--- src/rtl/tick_stopwatch_if.sv ---
// Signal bundle between the stopwatch and its driver: slow tick, control strobes,
// and the four BCD digits plus status flags going to the display stage.
interface tick_stopwatch_if;
  logic       tick_clk_i;
  logic       start_i;
  logic       stop_i;
  logic       clear_i;
  logic [3:0] sec_ones_o;
  logic [3:0] sec_tens_o;
  logic [3:0] min_ones_o;
  logic [3:0] min_tens_o;
  logic       running_o;
  logic       rollover_o;

  modport slave (
    input  tick_clk_i, start_i, stop_i, clear_i,
    output sec_ones_o, sec_tens_o, min_ones_o, min_tens_o, running_o, rollover_o
  );

  modport master (
    output tick_clk_i, start_i, stop_i, clear_i,
    input  sec_ones_o, sec_tens_o, min_ones_o, min_tens_o, running_o, rollover_o
  );
endinterface

--- src/rtl/tick_stopwatch.sv ---
// BCD mm:ss stopwatch advanced by rising edges of an asynchronous ~1 Hz tick clock,
// with start/stop/clear control. Everything is clocked by clk.
module tick_stopwatch #(
  parameter int SYNC_STAGES = 2  // must be at least 2
) (
  input  logic              clk,
  input  logic              rst_n,
  tick_stopwatch_if.slave   bus
);

  typedef enum logic [1:0] {
    IDLE  = 2'd0,
    RUN   = 2'd1,
    PAUSE = 2'd2
  } state_t;

  state_t                 state_q, state_d;
  logic [SYNC_STAGES-1:0] sync_q;
  logic                   edge_q;
  logic                   tick_pulse;
  logic                   count_en;
  logic [3:0]             sec_ones_q, sec_ones_d;
  logic [3:0]             sec_tens_q, sec_tens_d;
  logic [3:0]             min_ones_q, min_ones_d;
  logic [3:0]             min_tens_q, min_tens_d;
  logic                   running_q;
  logic                   rollover_q, rollover_d;

  assign tick_pulse = sync_q[SYNC_STAGES-1] & ~edge_q;

  // A tick coinciding with stop or clear is dropped: those controls take precedence.
  assign count_en = (state_q == RUN) && tick_pulse && !bus.clear_i && !bus.stop_i;

  always_comb begin
    state_d = state_q;
    if (bus.clear_i) begin
      state_d = IDLE;
    end else begin
      case (state_q)
        IDLE:    if (bus.start_i) state_d = RUN;
        RUN:     if (bus.stop_i)  state_d = PAUSE;
        PAUSE:   if (bus.start_i) state_d = RUN;
        default: state_d = IDLE;
      endcase
    end
  end

  always_comb begin
    sec_ones_d = sec_ones_q;
    sec_tens_d = sec_tens_q;
    min_ones_d = min_ones_q;
    min_tens_d = min_tens_q;
    rollover_d = 1'b0;
    if (bus.clear_i) begin
      sec_ones_d = 4'd0;
      sec_tens_d = 4'd0;
      min_ones_d = 4'd0;
      min_tens_d = 4'd0;
    end else if (count_en) begin
      if (sec_ones_q != 4'd9) begin
        sec_ones_d = sec_ones_q + 4'd1;
      end else begin
        sec_ones_d = 4'd0;
        if (sec_tens_q != 4'd5) begin
          sec_tens_d = sec_tens_q + 4'd1;
        end else begin
          sec_tens_d = 4'd0;
          if (min_ones_q != 4'd9) begin
            min_ones_d = min_ones_q + 4'd1;
          end else begin
            min_ones_d = 4'd0;
            if (min_tens_q != 4'd5) begin
              min_tens_d = min_tens_q + 4'd1;
            end else begin
              min_tens_d = 4'd0;
              rollover_d = 1'b1;
            end
          end
        end
      end
    end
  end

  always_ff @(posedge clk or negedge rst_n) begin
    if (!rst_n) begin
      sync_q     <= '0;
      edge_q     <= 1'b0;
      state_q    <= IDLE;
      sec_ones_q <= 4'd0;
      sec_tens_q <= 4'd0;
      min_ones_q <= 4'd0;
      min_tens_q <= 4'd0;
      running_q  <= 1'b0;
      rollover_q <= 1'b0;
    end else begin
      sync_q     <= {sync_q[SYNC_STAGES-2:0], bus.tick_clk_i};
      edge_q     <= sync_q[SYNC_STAGES-1];
      state_q    <= state_d;
      sec_ones_q <= sec_ones_d;
      sec_tens_q <= sec_tens_d;
      min_ones_q <= min_ones_d;
      min_tens_q <= min_tens_d;
      running_q  <= (state_d == RUN);
      rollover_q <= rollover_d;
    end
  end

  assign bus.sec_ones_o = sec_ones_q;
  assign bus.sec_tens_o = sec_tens_q;
  assign bus.min_ones_o = min_ones_q;
  assign bus.min_tens_o = min_tens_q;
  assign bus.running_o  = running_q;
  assign bus.rollover_o = rollover_q;

endmodule

--- src/flat_wrapper.sv ---
// flat-port wrapper written by rule: the top's interface ports become plain ports
module tick_stopwatch_flat 
#(
  parameter int SYNC_STAGES = 2                       
)
  (clk, rst_n, bus_tick_clk_i, bus_start_i, bus_stop_i, bus_clear_i, bus_sec_ones_o, bus_sec_tens_o, bus_min_ones_o, bus_min_tens_o, bus_running_o, bus_rollover_o);
  tick_stopwatch_if bus_i ();
  input  logic clk;
  input  logic rst_n;
  input wire logic [$bits(bus_i.tick_clk_i)-1:0] bus_tick_clk_i;
  input wire logic [$bits(bus_i.start_i)-1:0] bus_start_i;
  input wire logic [$bits(bus_i.stop_i)-1:0] bus_stop_i;
  input wire logic [$bits(bus_i.clear_i)-1:0] bus_clear_i;
  output wire logic [$bits(bus_i.sec_ones_o)-1:0] bus_sec_ones_o;
  output wire logic [$bits(bus_i.sec_tens_o)-1:0] bus_sec_tens_o;
  output wire logic [$bits(bus_i.min_ones_o)-1:0] bus_min_ones_o;
  output wire logic [$bits(bus_i.min_tens_o)-1:0] bus_min_tens_o;
  output wire logic [$bits(bus_i.running_o)-1:0] bus_running_o;
  output wire logic [$bits(bus_i.rollover_o)-1:0] bus_rollover_o;
  assign bus_i.tick_clk_i = bus_tick_clk_i;
  assign bus_i.start_i = bus_start_i;
  assign bus_i.stop_i = bus_stop_i;
  assign bus_i.clear_i = bus_clear_i;
  assign bus_sec_ones_o = bus_i.sec_ones_o;
  assign bus_sec_tens_o = bus_i.sec_tens_o;
  assign bus_min_ones_o = bus_i.min_ones_o;
  assign bus_min_tens_o = bus_i.min_tens_o;
  assign bus_running_o = bus_i.running_o;
  assign bus_rollover_o = bus_i.rollover_o;
  tick_stopwatch #(.SYNC_STAGES(SYNC_STAGES)) u_core (.clk(clk), .rst_n(rst_n), .bus(bus_i));
endmodule
--- config.mk ---
export PLATFORM = sky130hd
export DESIGN_NAME = tick_stopwatch_flat
export DESIGN_NICKNAME = d
export VERILOG_FILES = /design/src/rtl/tick_stopwatch_if.sv /design/src/rtl/tick_stopwatch.sv /design/src/flat_wrapper.sv
export SDC_FILE = /design/constraint.sdc
export NUM_CORES = 1
export LEC_CHECK = 0
export ABC_AREA = 1
export BUFFER_PORTS_ARGS = -buffer_cell sky130_fd_sc_hd__buf_2
export CORE_MARGIN = 3
export CORE_UTILIZATION = 49
export DETAILED_ROUTE_END_ITERATION = 10
export PLACE_DENSITY_LB_ADDON = 0.25
export SKIP_CTS_REPAIR_TIMING = 1
export SLEW_MARGIN = 10
export SYNTH_ARGS = -nofsm -noshare
export SYNTH_HDL_FRONTEND = slang
export SYNTH_SLANG_ARGS = --single-unit
--- constraint.sdc ---
create_clock -name clk -period 1.4 [get_ports clk]
set_clock_uncertainty 0.2 [all_clocks]
set_input_delay 0.14 -clock clk [delete_from_list [all_inputs] [get_ports clk]]
set_output_delay 0.14 -clock clk [all_outputs]
set_load 0.03 [all_outputs]
==> results.ini <==
[detailed_routing]
met3_length_um=122
via_per_inst=5.14
wl_met2_um=1740
ant_nets=0
drt_first_pass_iters=4
drc=0
wl_met1_um=1420
drt-initial-drc-count=36
routed_wl_um=3380
highest_layer=met4
wl_per_cell_um=13.9
vias=1248

[sta]
max_slew_margin_pct=66.2
fmax_mhz=651
rsz0062_at_grt=yes
fin_ws_ns=-0.137
setup_viol=17
tightest_slew_ns=0.507
hold_viol=0
post-route-period-util_pct=110
fin_crit_ns=1.54
slew_viol_final=0

[synthesis]
ys_seq_area_share_pct=43.8
yosysTopAreaCellShare_pct=43.8
synthFlopType=dfrtp_1
yosysUniqueCellTypes=23
synth-seq-cells=23
syn-num-nets=169
post_synth_inst_count=155
synth_edf_count=0
synth_area_leaders=dfrtp_1, nand2_1, ha_1, nand3_1, nor2_1
yosysWarnings=0
syn_area_um2=1320
ys_async_sr_fraction_pct=100
syn_avg_cell_area_um2=8.48
yosysTopAreaCell=dfrtp_1

[clock_network]
tritoncts=built
cts_inserted_buffers=3
cts.clk_slew.worst_paths_ns=0.14
h-tree-depth=1
clock_latency_ns=0.32
clockBufferDepth=2
clk_root_buffer_cell=clkbuf_4
cts_sinks=23

[finish]
layout.cells.non_filler=243
syn_to_final_growth_pct=52.9
layout_commonest_cell=nand2_1
antenna_cells=0
fin_nets=228
finalInstanceArea_um2=2010
fill_cells=152
layout-drive-gt1-share_pct=50.2
final_util_pct=79.7
layout_common_cells=nand2_1, buf_4, nor2_1, buf_2, dfrtp_1

[critical_path]
endpoint_kind=flip-flop
critical_path_arrival_ns=1.57
cp-start-kind=flip-flop
path_max_fanout=4
critPathRequiredTime_ns=1.43
r2r_cells=7
path_class=reg2reg

[worst_hold_path]
min_path_type=in2reg
min_delay_path_depth=4

[status]
status=finished, violations left
violations=setup timing

[die]
die_h_um=57.8
start_util_pct=52.1
placeableCoreArea_um2=2520
row_count=18
dieArea_um2=3340
dieWidth_um=57.8
io_pins=24

[global_route]
overflow=0
grt_pass1_wl_um=4730
antenna_found_initial=0
grt_max_degree=24
grt_pass1_vias=1089
grt_usage_pct=18.2

[power]
p_leak_uw=0.000938
p_per_area_nw_per_um2=1390
vdd_drop_max_mv=1.23

[place]
port_buffers=23
gp_congestion=0.859
hpwl_um=2100
placed_area_um2=1670
place_inst=223

[run]
drv_cap=0

==> worst paths after layout <==
check,from,slack (ns),endpoint
worst max-delay path,u_core.bus.sec_tens_o[1],-0.14,u_core.bus.min_tens_o[1]
worst min-delay path,bus_stop_i,0.01,u_core.state_q[0]
worst max register to register,u_core.bus.sec_tens_o[1],-0.14,u_core.bus.min_tens_o[1]
worst min register to register,u_core.sync_q[0],0.18,u_core.sync_q[1]
max in group asynchronous,rst_n,0.52,u_core.bus.sec_ones_o[3]
min in group asynchronous,rst_n,0.11,u_core.bus.sec_tens_o[3]
==> state kept, by name, indices dropped and copies added (netlist names) <==
register,flops
u_core.bus.min_ones_o,4
u_core.bus.min_tens_o,4
u_core.bus.rollover_o,1
u_core.bus.running_o,1
u_core.bus.sec_ones_o,4
u_core.bus.sec_tens_o,4
u_core.edge_q,1
u_core.state_q,2
u_core.sync_q,2
==> power breakdown <==
| group | switching (µW) | internal [µW] | leakage [µW] |
|---|---|---|---|
| registers | 172 | 817 | 0.000287 |
| clock network | 214 | 107 | 0.0000177 |
| logic | 830 | 658 | 0.000633 |
==> Yosys cell counts (3+ instances only) <==
master    n
a21oi_1   3
dfrtp_1  23
ha_1      8
inv_1    14
nand2_1  37
nand2_2   3
nand3_1  18
nand3_2   3
nand4_1   4
nor2_1   20
o21ai_1   4
xnor2_1   3
==> logic make-up after synthesis <==
kind of cell,share of synthesized area (%)
flops,43.8
buf+inv,6.76
fa+ha+maj,7.61
simple gates,34.8
compound gates,4.38
xor+xnor,2.66
==> layer usage <==
metal	up-vias	track usage, %
li1	618	-
met1	594	25.4
met2	28	27.9
met3	8	2.00
met4	0	9.27
met5	-	0
==> metrics by stage <==
| stage | setup slack, ns | hold WS [ns] | setup TNS, ns | total power [µW] |
|---|---|---|---|---|
| floorplan | -0.129 | -0.356 | -1.19 | 1770 |
| global placement | -0.0563 | -0.0666 | -0.453 | 2160 |
| detailed placement | -0.112 | -0.0581 | -1.02 | 2190 |
| CTS | -0.141 | -0.417 | -1.53 | 2500 |
| global route | -0.193 | 0.0296 | -2.27 | 2980 |
| finish | -0.137 | 0.0148 | -1.13 | 2800 |
==> critical path: stages (launching register included) <==
cell	delay (ns)
dfrtp_2	0.43
inv_2	0.07
ha_4	0.13
nand3_4	0.10
o21ai_4	0.23
nand3_4	0.12
nand2_2	0.10
nand2_2	0.05
==> cell type report <==
class                           count  area (µm²)  area share (%)
Multi-Input combinational cell    115         840            41.8
Sequential cell                    23         587            29.2
Timing Repair Buffer               54         437            21.7
Inverter                           17        82.6            4.11
Tap cell                           30        37.5            1.87
Clock buffer                        3        22.5            1.12
Clock inverter                      1        5.00           0.249
Power figures use the tool's default switching activity.
